**src/rtl/bp_profiler_pkg.sv**
```systemverilog
// bp_profiler_pkg
//   Shared constants for the stall-attribution profiler.
//   The bucket address map is shared by the read port (rd_addr_i) and by the
//   sticky overflow vector (overflow_o), so both index buckets the same way:
//     0      total cycles
//     1      committed instructions
//     2      cycles with no commit and no stall reason
//     3 + k  cycles attributed to stall reason k
package bp_profiler_pkg;

    localparam int e_prof_addr_cycle       = 0;
    localparam int e_prof_addr_instret     = 1;
    localparam int e_prof_addr_unattr      = 2;
    localparam int e_prof_addr_reason_base = 3;

    localparam int snap_cnt_width_gp = 16;

    // Number of buckets for a given number of stall reasons.
    function automatic int num_buckets(input int num_reasons);
        return num_reasons + e_prof_addr_reason_base;
    endfunction

endpackage

```
**src/rtl/bp_profiler_counter.sv**
```systemverilog
// bp_profiler_counter
//   One profiling counter with increment, synchronous clear, saturate-or-wrap
//   overflow handling and a sticky overflow flag.
//   next_o / overflow_next_o are the values the registers take at the next
//   edge when no clear is applied; the parent samples them for snapshots so a
//   snapshot includes this cycle's increment even when a clear discards it.
// Ports:
//   clk_i           clock
//   reset_n_i       synchronous active-low reset
//   inc_i           count this cycle
//   clear_i         zero the counter and its overflow flag
//   next_o          incremented (pre-clear) counter value
//   overflow_next_o incremented (pre-clear) sticky overflow flag
module bp_profiler_counter #(
    parameter int ctr_width_p = 32,
    parameter bit saturate_p  = 1'b1
) (
    input  logic                   clk_i,
    input  logic                   reset_n_i,
    input  logic                   inc_i,
    input  logic                   clear_i,
    output logic [ctr_width_p-1:0] next_o,
    output logic                   overflow_next_o
);

    logic [ctr_width_p-1:0] count_q;
    logic                   overflow_q;
    logic                   at_max;

    assign at_max = &count_q;

    always_comb begin
        next_o = count_q;
        if (inc_i) begin
            if (!at_max) begin
                next_o = count_q + ctr_width_p'(1);
            end else if (!saturate_p) begin
                next_o = '0;
            end
        end
    end

    assign overflow_next_o = overflow_q | (inc_i & at_max);

    always_ff @(posedge clk_i) begin
        if (!reset_n_i || clear_i) begin
            count_q    <= '0;
            overflow_q <= 1'b0;
        end else begin
            count_q    <= next_o;
            overflow_q <= overflow_next_o;
        end
    end

endmodule

```
**src/rtl/bp_nonsynth_stall_histogram.sv**
```systemverilog
// bp_nonsynth_stall_histogram
//   Per-core stall-attribution counter bank. Every active cycle is counted in
//   "cycles" and in exactly one of: instret, a stall reason (lowest set index
//   wins), or unattributed. Live counters are copied atomically into a
//   snapshot bank on request or on window rollover; software reads only the
//   snapshot bank.
// Ports:
//   clk_i, reset_n_i    clock, synchronous active-low reset
//   freeze_i            core freeze; counting stops while its delayed copy is 1
//   instret_i           instruction committed this cycle
//   stall_reason_i      multi-hot stall-reason vector
//   clear_i             zero live counters, live overflow bits, window counter
//   snapshot_i          manual snapshot request
//   window_i            auto-snapshot period in active cycles, 0 = off
//   rd_v_i, rd_addr_i   read request and bucket address
//   rd_v_o, rd_data_o   read response (one cycle after the request)
//   snap_cnt_o          snapshot sequence number (wraps)
//   overflow_o          sticky overflow bits captured with the snapshot
module bp_nonsynth_stall_histogram
    import bp_profiler_pkg::*;
#(
    parameter  int num_reasons_p  = 32,
    parameter  int ctr_width_p    = 32,
    parameter  int freeze_delay_p = 8,
    parameter  int saturate_p     = 1,
    parameter  int window_width_p = 32,
    localparam int num_buckets_lp = num_buckets(num_reasons_p),
    localparam int addr_width_lp  = $clog2(num_buckets_lp)
) (
    input  logic                         clk_i,
    input  logic                         reset_n_i,
    input  logic                         freeze_i,
    input  logic                         instret_i,
    input  logic [num_reasons_p-1:0]     stall_reason_i,
    input  logic                         clear_i,
    input  logic                         snapshot_i,
    input  logic [window_width_p-1:0]    window_i,
    input  logic                         rd_v_i,
    input  logic [addr_width_lp-1:0]     rd_addr_i,
    output logic                         rd_v_o,
    output logic [ctr_width_p-1:0]       rd_data_o,
    output logic [snap_cnt_width_gp-1:0] snap_cnt_o,
    output logic [num_buckets_lp-1:0]    overflow_o
);

    // Freeze delay chain. Reset loads ones so the first freeze_delay_p cycles
    // after reset are never counted, matching a pipeline that is still filling.
    logic [freeze_delay_p-1:0] freeze_q;
    logic                      active;

    always_ff @(posedge clk_i) begin
        if (!reset_n_i) begin
            freeze_q <= '1;
        end else begin
            freeze_q[0] <= freeze_i;
            for (int i = 1; i < freeze_delay_p; i++) begin
                freeze_q[i] <= freeze_q[i-1];
            end
        end
    end

    assign active = reset_n_i & ~freeze_q[freeze_delay_p-1];

    // Priority encoder, lowest index first, producing a one-hot pick.
    logic [num_reasons_p-1:0] reason_oh;
    logic                     reason_any;

    always_comb begin
        reason_oh  = '0;
        reason_any = 1'b0;
        for (int k = 0; k < num_reasons_p; k++) begin
            if (stall_reason_i[k] && !reason_any) begin
                reason_oh[k] = 1'b1;
                reason_any   = 1'b1;
            end
        end
    end

    // Bucket increment vector; a commit overrides any stall reason.
    logic [num_buckets_lp-1:0] inc;

    always_comb begin
        inc                      = '0;
        inc[e_prof_addr_cycle]   = active;
        inc[e_prof_addr_instret] = active & instret_i;
        inc[e_prof_addr_unattr]  = active & ~instret_i & ~reason_any;
        if (active && !instret_i) begin
            inc[num_buckets_lp-1:e_prof_addr_reason_base] = reason_oh;
        end
    end

    // Window counter. The >= compare makes a shrinking window_i roll over on
    // the next active cycle instead of running all the way around.
    logic [window_width_p-1:0] win_q;
    logic                      window_en;
    logic                      rollover;
    logic                      take_snap;
    logic                      live_clear;

    assign window_en  = (window_i != '0);
    assign rollover   = active & window_en & (win_q >= (window_i - window_width_p'(1)));
    // Inactive (frozen) cycles leave all live and snapshot state untouched,
    // so clear and snapshot requests only act in active cycles.
    assign take_snap  = active & (snapshot_i | rollover);
    assign live_clear = active & (clear_i | rollover);

    always_ff @(posedge clk_i) begin
        if (!reset_n_i) begin
            win_q <= '0;
        end else if (live_clear) begin
            win_q <= '0;
        end else if (active && window_en) begin
            win_q <= win_q + window_width_p'(1);
        end
    end

    // Live counter bank.
    logic [ctr_width_p-1:0]    ctr_next [num_buckets_lp];
    logic [num_buckets_lp-1:0] ovf_next;

    for (genvar b = 0; b < num_buckets_lp; b++) begin : g_ctr
        bp_profiler_counter #(
            .ctr_width_p(ctr_width_p),
            .saturate_p (saturate_p != 0)
        ) u_ctr (
            .clk_i          (clk_i),
            .reset_n_i      (reset_n_i),
            .inc_i          (inc[b]),
            .clear_i        (live_clear),
            .next_o         (ctr_next[b]),
            .overflow_next_o(ovf_next[b])
        );
    end

    // Snapshot bank captures the incremented, pre-clear live values.
    logic [ctr_width_p-1:0] snap_q [num_buckets_lp];

    always_ff @(posedge clk_i) begin
        if (!reset_n_i) begin
            for (int b = 0; b < num_buckets_lp; b++) begin
                snap_q[b] <= '0;
            end
            overflow_o <= '0;
            snap_cnt_o <= '0;
        end else if (take_snap) begin
            for (int b = 0; b < num_buckets_lp; b++) begin
                snap_q[b] <= ctr_next[b];
            end
            overflow_o <= ovf_next;
            snap_cnt_o <= snap_cnt_o + snap_cnt_width_gp'(1);
        end
    end

    // Read port: a request (rd_v_i) is always accepted, there is no ready.
    // The response appears on the next edge with rd_v_o high for exactly one
    // cycle; it reads the snapshot bank before any same-cycle snapshot lands.
    // Addresses past the last bucket return 0; rd_data_o holds between reads.
    logic [ctr_width_p-1:0] rd_sel;

    always_comb begin
        rd_sel = '0;
        for (int b = 0; b < num_buckets_lp; b++) begin
            if (rd_addr_i == addr_width_lp'(b)) begin
                rd_sel = snap_q[b];
            end
        end
    end

    always_ff @(posedge clk_i) begin
        if (!reset_n_i) begin
            rd_v_o    <= 1'b0;
            rd_data_o <= '0;
        end else begin
            rd_v_o <= rd_v_i;
            if (rd_v_i) begin
                rd_data_o <= rd_sel;
            end
        end
    end

endmodule

```
**config.mk**
```make
export PLATFORM = sky130hd
export DESIGN_NAME = bp_nonsynth_stall_histogram
export DESIGN_NICKNAME = d
export VERILOG_FILES = /design/src/rtl/bp_profiler_pkg.sv /design/src/rtl/bp_profiler_counter.sv /design/src/rtl/bp_nonsynth_stall_histogram.sv
export SDC_FILE = /design/constraint.sdc
export NUM_CORES = 2
export LEC_CHECK = 0
export ABC_CLOCK_PERIOD_IN_PS = 29700
export BUFFER_PORTS_ARGS = -buffer_cell sky130_fd_sc_hd__buf_2
export CORE_ASPECT_RATIO = 0.6
export CORE_UTILIZATION = 33
export CTS_CLUSTER_SIZE = 40
export DETAILED_ROUTE_END_ITERATION = 8
export GPL_ROUTABILITY_DRIVEN = 1
export PLACE_DENSITY = 0.53
export SKIP_CTS_REPAIR_TIMING = 1
export SLEW_MARGIN = 20
export SYNTH_ARGS = -nofsm -noshare
export SYNTH_HDL_FRONTEND = slang
export SYNTH_SLANG_ARGS = --single-unit
```
**constraint.sdc**
```tcl
create_clock -name clk_i -period 29.7 [get_ports clk_i]
set_clock_uncertainty 0.1 [all_clocks]
set_input_delay 1.485 -clock clk_i [delete_from_list [all_inputs] [get_ports clk_i]]
set_output_delay 1.485 -clock clk_i [all_outputs]
set_load 0.005 [all_outputs]
```
==> results.py <==
metrics = {
    "status": {
        "status": "complete, but fails checks",
        "violations": "design-rule violations, max-capacitance violations, max-slew violations",
    },
    "global_routing": {
        "grt_usage_pct": 24.8,
        "grt_pass1_vias": 78800,
        "overflow": 0,
        "grt_pass1_wl_microns": 588000,
        "grt_max_degree": 185,
        "antenna_found_initial": 55,
    },
    "sta": {
        "hold-worst-slack_ns": 0.309,
        "finalSetupViolCount": 0,
        "max_slew_margin_pct": -1.48,
        "final_hold_viol_count": 0,
        "period_minus_slack_ns": 8.76,
        "slew_viol_final": 1,
        "rsz0062_at_grt": "no",
        "fmaxAchievable_ghz": 0.114,
        "tightest_slew_ns": 1.48,
        "fin_crit_sh_pct": 29.5,
        "tns_ns": 0,
    },
    "min_path": {
        "min_path_type": "register to register",
        "hold-path-endpoint": "freeze_q[5]",
        "hold_depth": 1,
        "worstHoldStart": "freeze_q[4]",
    },
    "setup_path": {
        "r2r_start": "win_q[0]",
        "path_buf_inv": 5,
        "crit_required_ns": 30.14,
        "cp.arrival_ns": 9.20,
        "crit_slowest_cell": "buf_4",
        "worstSetupStartpointType": "input pin",
        "cp_common_cell": "buf_4",
        "reg2reg_to": "snap_q[4][21]",
        "r2r_cells": 13,
        "worst-r2r-setup-slack_ns": 22.98,
        "critPathMaxFanout": 104,
        "crit_family": "buffers and inverters",
        "end_kind": "register",
        "crit_chain": "buf_2 > or4_1 > nor3_4 > nand3_1 > nor2b_1 > nand2_1 > xor2_1 > ha_1 > nand4_1 > nor3_1 > a22oi_1 > a21oi_1 > o221ai_4 > nand2_8 > buf_4 > buf_4 > buf_4 > buf_4",
        "cp_slowest_stage_delay_ns": 0.89,
        "crit_type": "input pin to register",
    },
    "die": {
        "die_w_microns": 736,
        "initial_utilization_pct": 33.2,
        "dieArea_sq_mm": 0.325,
        "die_h_microns": 442,
        "num_rows": 161,
        "io_pins": 161,
        "core_sq_mm": 0.321,
    },
    "place": {
        "hpwl_microns": 306000,
        "gp_congestion": 0.955,
        "port_buffers": 160,
    },
    "cts": {
        "cts_max_level": 4,
        "root_buffer": "clkbuf_16",
        "clk_latency_ns": 0.95,
        "clk_pin_slew_worst_paths_ns": 0.06,
        "tritoncts": "yes",
        "cts_buffer_depth": 4,
        "numClockSinks": 2399,
        "cts_buffers": 239,
    },
    "pwr": {
        "powerDensity_mw_per_mm2": 58.8,
        "ir_drop_mv": 0.0512,
        "p_leak_nw": 40.3,
    },
    "logic_synthesis": {
        "syn_inst": 10900,
        "seq_area_frac_synth_pct": 55.6,
        "avgSynthCellArea_sq_um": 9.82,
        "synth_ff_type": "dfxtp_1",
        "ys_seq_elements": 2399,
        "synth.distinct_cells": 108,
        "synth_edf_count": 1120,
        "syn_area_sq_mm": 0.107,
        "synthArstFlopShare_pct": 0,
        "ys.warnings.count": 0,
        "synth_nets": 11000,
    },
    "routing": {
        "drtAntennaViolNets": 0,
        "wl_per_cell_microns": 27.2,
        "drcViolationCount": 2,
        "dr.first_iter.drc_count": 13000,
        "vias_per_cell": 5.64,
        "drt-total-wl_microns": 420000,
        "vias": 87100,
        "dr.pass1.iters": 9,
    },
    "layout": {
        "layout-drive-gt1-share_pct": 7.78,
        "final_nets": 11100,
        "syn_to_final_growth_pct": 12.8,
    },
    "run": {
        "max_cap_violations": 1,
    },
}
==> registers in the layout, summed over array words and instances, names as in the netlist <==
name,flops
rd_v_o,1
overflow_o,35
g_ctr.u_ctr.overflow_q,35
g_ctr.u_ctr.count_q,1120
rd_data_o,32
snap_cnt_o,16
freeze_q,8
snap_q,1120
win_q,32
==> metal layers <==
metal  global-route usage, %  part of all wire, %
met1                    39.7                   48
met2                    29.6                   36
met3                    9.84                   14
met4                    5.71                  2.3
met5                       0                0.043
==> layout by cell type, fill, tap and decap left out, types with 242 or more instances in the layout <==
cell type / instances
a21oi_1: 242
and3_1: 256
clkbuf_16: 243
dfxtp_1: 1279
edfxtp_1: 1120
nand2_1: 643
nand3_1: 529
nand4_1: 387
nor2_1: 2802
xnor2_1: 474
xor2_1: 653
==> metrics by stage <==
stage	cells	util [%]	cell area (sq um)	worst slack (ns)	total power, mW
after floorplan	10900	-	107000	10.58	3.77
after global placement	15000	34.9	112000	19.95	3.89
after detailed placement	15000	34.9	112000	19.97	3.89
after CTS	15400	37.4	120000	20.96	7.10
after global routing	15400	37.5	120000	20.37	7.25
final	15400	37.5	120000	20.94	7.08
==> power breakdown <==
part           internal [mW]  total, mW  leakage (nW)  switching (mW)
Sequential              3.51       3.55          21.8          0.0457
Combinational         0.0553      0.278          14.5           0.223
Clock                   1.85       3.25          3.97            1.40
Total                   5.41       7.08          40.3            1.67
==> synthesized netlist by cell type (all sizes together) (26+ instances only) <==
| master | n | area share, % |
|---|---|---|
| nor2 | 2809 | 9.9 |
| a31oi | 35 | 0.22 |
| nand4 | 389 | 2.3 |
| nand3 | 530 | 2.5 |
| dfxtp | 1279 | 24 |
| o21ai | 240 | 1.1 |
| a21oi | 244 | 1.2 |
| nand2b | 32 | 0.19 |
| xor2 | 653 | 5.4 |
| nand2 | 645 | 2.3 |
| ha | 71 | 0.83 |
| or3 | 31 | 0.19 |
| a221oi | 45 | 0.37 |
| and2 | 69 | 0.40 |
| inv | 115 | 0.40 |
| clkbuf | 217 | 0.76 |
| xnor2 | 475 | 3.9 |
| o211ai | 30 | 0.21 |
| a211oi | 26 | 0.18 |
| a22oi | 104 | 0.73 |
| buf | 317 | 1.6 |
| and4 | 144 | 1.2 |
| o22ai | 97 | 0.57 |
| nor3 | 247 | 1.2 |
| mux2 | 30 | 0.32 |
| nor2b | 41 | 0.24 |
| nor4 | 114 | 0.79 |
| mux2i | 105 | 0.99 |
| and3 | 256 | 1.5 |
| edfxtp | 1120 | 32 |
| o221ai | 40 | 0.33 |
==> layout make-up <==
class / instances / area [sq um]
sequential: 2399 / 59200
tap: 4319 / 5400
multi-input combinational: 7810 / 44700
inverter: 118 / 444
antenna: 16 / 40.0
fill: 32000 / 201000
clock buffer: 326 / 6690
timing repair buffer: 342 / 2330
clock inverter: 118 / 1430
==> worst max path at each step <==
stage	start	end	slack, ns	cells past startpoint
3_3_place_gp	window_i[7]	snap_q[3][22]	19.95	18
2_1_floorplan	window_i[7]	snap_q[0][0]	10.58	17
5_1_grt	window_i[7]	snap_q[4][21]	20.37	18
4_1_cts	window_i[7]	snap_q[4][21]	20.96	18
6_report	window_i[7]	snap_q[4][21]	20.94	18
3_5_place_dp	window_i[7]	snap_q[3][22]	19.97	18
==> cell families (layout without fill, tap and decap cells) <==
kind of cell / Yosys count / count (layout) / synth area share (%)
and+or+nand+nor: 5413 / 5413 / 23.6
DFF: 2399 / 2399 / 55.6
xor gates and xnor gates: 1128 / 1128 / 9.27
AOI/OAI and AO/OA: 1053 / 1053 / 6.48
buffers and inverters: 652 / 904 / 2.75
muxes: 145 / 145 / 1.51
adders and majority gates: 71 / 71 / 0.833
other: 0 / 16 / 0
(Power assumes the default switching activity.)
